$ cat src/rtl/dmem_arbiter.sv
// dmem_arbiter: shares a single-port 256x32 data memory between two requesters
//   clk, rst_n            : clock, synchronous active-low reset
//   pX_valid_i/ready_o    : request handshake for port X (0 = CPU LSU, 1 = debug/DMA)
//   pX_read_i/writeb_i    : read strobe and byte write enables
//   pX_addr_i/wdata_i     : word address and write data
//   pX_rvalid_o/rdata_o   : read data returned the cycle after the read is granted
//   mem_*_o / mem_rdata_i : combinational command to dmem and its registered read data
module dmem_arbiter #(
  parameter int RR_MODE  = 0,
  parameter int MAX_WAIT = 4
) (
  input  logic        clk,
  input  logic        rst_n,
  input  logic        p0_valid_i,
  output logic        p0_ready_o,
  input  logic        p0_read_i,
  input  logic [3:0]  p0_writeb_i,
  input  logic [7:0]  p0_addr_i,
  input  logic [31:0] p0_wdata_i,
  output logic        p0_rvalid_o,
  output logic [31:0] p0_rdata_o,
  input  logic        p1_valid_i,
  output logic        p1_ready_o,
  input  logic        p1_read_i,
  input  logic [3:0]  p1_writeb_i,
  input  logic [7:0]  p1_addr_i,
  input  logic [31:0] p1_wdata_i,
  output logic        p1_rvalid_o,
  output logic [31:0] p1_rdata_o,
  output logic        mem_read_o,
  output logic [3:0]  mem_writeb_o,
  output logic [7:0]  mem_addr_o,
  output logic [31:0] mem_wdata_o,
  input  logic [31:0] mem_rdata_i
);
  logic [3:0] wait_q, wait_d;
  logic       last_q, last_d, pend_q, pend_d, id_q, id_d;
  logic       pick1, g0, g1;
  always_comb begin
    // on contention: round-robin picks the port not granted last; fixed mode lets port 1 in once aged out
    pick1 = RR_MODE != 0 ? !last_q : wait_q >= 4'(MAX_WAIT);
    g0 = rst_n & p0_valid_i & !(p1_valid_i & pick1);
    g1 = rst_n & p1_valid_i & (!p0_valid_i | pick1);
    wait_d = (!p1_valid_i | g1) ? 4'd0 : wait_q >= 4'(MAX_WAIT) ? wait_q : wait_q + 4'd1;
    last_d = g1 ? 1'b1 : g0 ? 1'b0 : last_q;
    pend_d = (g0 & p0_read_i) | (g1 & p1_read_i);
    id_d = g1;
    mem_read_o = g0 ? p0_read_i : g1 & p1_read_i;
    mem_writeb_o = g0 ? p0_writeb_i : g1 ? p1_writeb_i : 4'd0;
    mem_addr_o = g0 ? p0_addr_i : g1 ? p1_addr_i : 8'd0;
    mem_wdata_o = g0 ? p0_wdata_i : g1 ? p1_wdata_i : 32'd0;
    // gating with rst_n drops a read response that was in flight when reset arrived
    p0_rvalid_o = rst_n & pend_q & !id_q;
    p1_rvalid_o = rst_n & pend_q & id_q;
    p0_rdata_o = p0_rvalid_o ? mem_rdata_i : 32'd0;
    p1_rdata_o = p1_rvalid_o ? mem_rdata_i : 32'd0;
  end
  assign p0_ready_o = g0;
  assign p1_ready_o = g1;
  always_ff @(posedge clk) begin
    if (!rst_n) begin
      wait_q <= 4'd0;
      last_q <= 1'b1;
      pend_q <= 1'b0;
      id_q   <= 1'b0;
    end else begin
      wait_q <= wait_d;
      last_q <= last_d;
      pend_q <= pend_d;
      id_q   <= id_d;
    end
  end
endmodule

$ cat config.mk
export PLATFORM = sky130hd
export DESIGN_NAME = dmem_arbiter
export DESIGN_NICKNAME = d
export VERILOG_FILES = /design/src/rtl/dmem_arbiter.sv
export SDC_FILE = /design/constraint.sdc
export NUM_CORES = 1
export LEC_CHECK = 0
export ABC_AREA = 1
export CAP_MARGIN = 5
export CORE_AREA = 3 3 93 95
export CTS_CLUSTER_DIAMETER = 80
export DETAILED_ROUTE_END_ITERATION = 6
export DIE_AREA = 0 0 96 98
export GPL_TIMING_DRIVEN = 0
export PLACE_DENSITY = 0.75
export SLEW_MARGIN = 5
export SYNTH_ARGS = -nofsm -noshare
export SYNTH_HDL_FRONTEND = slang
export SYNTH_SLANG_ARGS = --single-unit
$ cat constraint.sdc
create_clock -name clk -period 1.4 [get_ports clk]
set_input_delay 0.28 -clock clk [delete_from_list [all_inputs] [get_ports clk]]
set_output_delay 0.28 -clock clk [all_outputs]
set_load 0.1 [all_outputs]
==> results of run 1 <==
report_power, final:
| part | total [mW] | internal [mW] | switching, mW | leakage (nW) |
|---|---|---|---|---|
| Clock | 0.277 | 0.186 | 0.0905 | 0.0216 |
| Sequential | 0.184 | 0.177 | 0.00714 | 0.0507 |
| Combinational | 2.63 | 1.05 | 1.58 | 2.71 |
| Total | 3.09 | 1.42 | 1.68 | 2.78 |
path summary, 6_finish.rpt:
path	endpoint	cells past startpoint	slack (ns)	startpoint
setup / recovery	mem_wdata_o[15]	6	-0.32	wait_q[3]$_SDFFE_PP0N_
hold / removal	id_q$_SDFF_PN0_	2	0.39	p0_valid_i
setup reg to reg	wait_q[1]$_SDFFE_PP0N_	7	0.29	wait_q[3]$_SDFFE_PP0N_
hold reg to reg	wait_q[0]$_SDFFE_PP0N_	1	0.48	wait_q[0]$_SDFFE_PP0N_
layout by cell type (no fill, tap or decap), types with 2 or more instances in the layout:
cell type / synthesis / layout
buf_8: 0 / 11
nand3_4: 0 / 19
inv_6: 0 / 2
nand2_8: 0 / 3
a21oi_4: 0 / 2
nand2_1: 50 / 4
buf_16: 0 / 3
inv_4: 0 / 2
nor2_1: 67 / 3
clkbuf_16: 0 / 3
buf_6: 8 / 18
buf_12: 0 / 120
nand2_4: 0 / 44
nand2_2: 4 / 6
nor2_4: 1 / 65
dfxtp_1: 6 / 2
nand3_1: 92 / 16
buf_4: 8 / 6
inv_1: 37 / 30
nand3_2: 0 / 57
dfxtp_2: 0 / 3
a21oi_1: 4 / 2
clkinvlp_4: 0 / 2
inv_2: 2 / 3
clkbuf_8: 0 / 3
clkdlybuf4s50_1: 0 / 121
worst max-delay path, stage by stage, from the launching register on:
cell     delay (ns)
dfxtp_2        0.38
nor2_4         0.07
nand2_4        0.16
buf_8          0.17
nand3_1        0.14
nand2_4        0.11
buf_12         0.17
timing repair:
| action | 4_1_cts | 5_1_grt |
|---|---|---|
| pin swaps | 13 | 11 |
| setup endpoints to repair | 113 | 113 |
| setup buffers | 9 | 7 |
| resized for setup | 1186 | 36 |
| gates cloned | 10 | 3 |
| hold buffers | 0 | 0 |
flip-flops by register name, summed over array words and instances, names as in the netlist:
signal / cells
pend_q: 1
wait_q: 4
id_q: 1
cells by family (layout without fill, tap and decap cells):
logic type / count (synthesis) / count (layout) / share of synthesized area, %
other cells: 1 / 2 / 0.262
simple gates: 215 / 218 / 65.9
buf+inv: 61 / 327 / 22.8
fa+ha+maj: 1 / 1 / 0.874
compound gates: 5 / 5 / 1.75
flops: 6 / 6 / 8.39
per-layer routing:
metal | up-vias | GRT usage [%] | wire length, um | part of all wire [%]
met1 | 1570 | 27.7 | 5120 | 32
met5 | - | 0 | 0 | 0
li1 | 1463 | - | - | -
met4 | 0 | 8.97 | 539 | 3.3
met3 | 36 | 11.9 | 1650 | 10
met2 | 207 | 59.4 | 8920 | 55
metrics by stage:
step	setup WS, ns	hold slack [ns]	setup TNS (ns)	util (%)	instance area (sq um)
finish	-0.322	0.387	-25.35	90.7	7080
global route	-0.365	0.398	-29.75	90.7	7080
CTS	-0.273	0.399	-23.80	87.2	6810
detailed placement	-1.71	0.428	-181.49	60.9	4750
global placement	-1.69	0.411	-181.07	60.9	4750
floorplan	-0.260	0.376	-13.26	-	2240
cell type report:
class | instances | area [sq um] | share of cell area [%]
antenna | 1 | 2.50 | 0.0353
buffer | 21 | 315 | 4.45
clock buffer | 3 | 41.3 | 0.583
inverter | 39 | 169 | 2.38
multi-input combinational | 225 | 2410 | 34.0
sequential | 6 | 128 | 1.80
tap | 102 | 128 | 1.80
timing repair buffer | 264 | 3890 | 55.0
==> reports/results.ini, run 1 <==
[run_status]
outcome = finished with violations
violations = setup timing

[pwr]
power_density_nw_per_um2 = 437
leakage_nw = 2.78
irDropWorstVdd_uv = 356
finalPower_mw = 3.09

[sta]
skew_ns = 0.000217
setup-violations-final = 113
hold_viol_final = 0
finalWorstSetupSlack_ns = -0.322
rsz0062_at_grt = yes
max_freq_mhz = 581
post-route-min-period_ns = 1.72
period_share_pct = 123
slew_violations = 0

[yosys]
synth_common_cells = nand3_1 (92), nor2_1 (67), nand2_1 (50)
synth-seq-cells = 6
synth_area_leaders = nand3_1 (32%), nor2_1 (18%), nand2_1 (13%)
yosysTopAreaCellShare_pct = 32.2
syn_inst = 289
syn_area_sq_um = 1430
seq_area_frac_synth_pct = 8.39
syn_avg_cell_area_sq_um = 4.95
syn_nets = 416
yosys_warnings = 0
synth_top_area_cell = nand3_1
synth_flop_cell = dfxtp_1
synth_most_common_cell = nand3_1
synth_edf_count = 0
synth.distinct_cells = 16
async_reset_ff_share_pct = 0

[layout]
area_growth_syn_to_layout_pct = 395
final_net_count = 687
stdcell_count = 661
fillers = 288
layout-drive-gt1-share_pct = 67.2

[place]
io_buffer_count = 238
gp_congestion = 0.860
place_inst = 629
dp_hpwl_um = 8510

[clocking]
root_buffer = clkbuf_8
clkLatencyLatePin_ns = 0.23
ctsHtreeMaxLevel = 1
cts.path.max_buffers = 2
clock_sinks = 6
cts_tree = built
numCtsBuffers = 3
cts.clk_slew.worst_paths_ns = 0.04

[setup_path]
critical_path_class = flop to primary output
worstSetupEndpointType = primary output
required_ns = 1.12
critPathLaunchType = flop
path_max_fanout = 10
arrival_ns = 1.44

[drt]
wl_um = 16200
drt_first_pass_iters = 4
via_per_inst = 4.96
route.vias.total = 3276
drc_errors = 0
post_drt_wl_per_cell_um = 24.6
drt_iter0_markers = 112
detail-route-antenna-nets = 0

[global_route]
antenna_found_initial = 1
grt_pass1_wl_um = 21600
grt.total_usage_pct = 30.4
grt.overflow.total = 0
grt_pass1_vias = 3770
grt_max_degree = 11

[floorplanning]
die_area_sq_um = 9410
initial_core_util_pct = 18.3
rows = 32
die_width_um = 96
core_area_sq_um = 7810
boundaryPins = 239
die_h_um = 98

[run]
max_cap_viol_count = 0

[hold_path]
hold_path.class = input pin to flop

(Power assumes the default switching activity.)
==> run 2, diff against run 1 <==
Settings changed: CTS_BUF_LIST from default to sky130_fd_sc_hd__clkbuf_8.
==> results of run 2 <==
The final DEF is identical to that of run 1; final timing and power are the same.
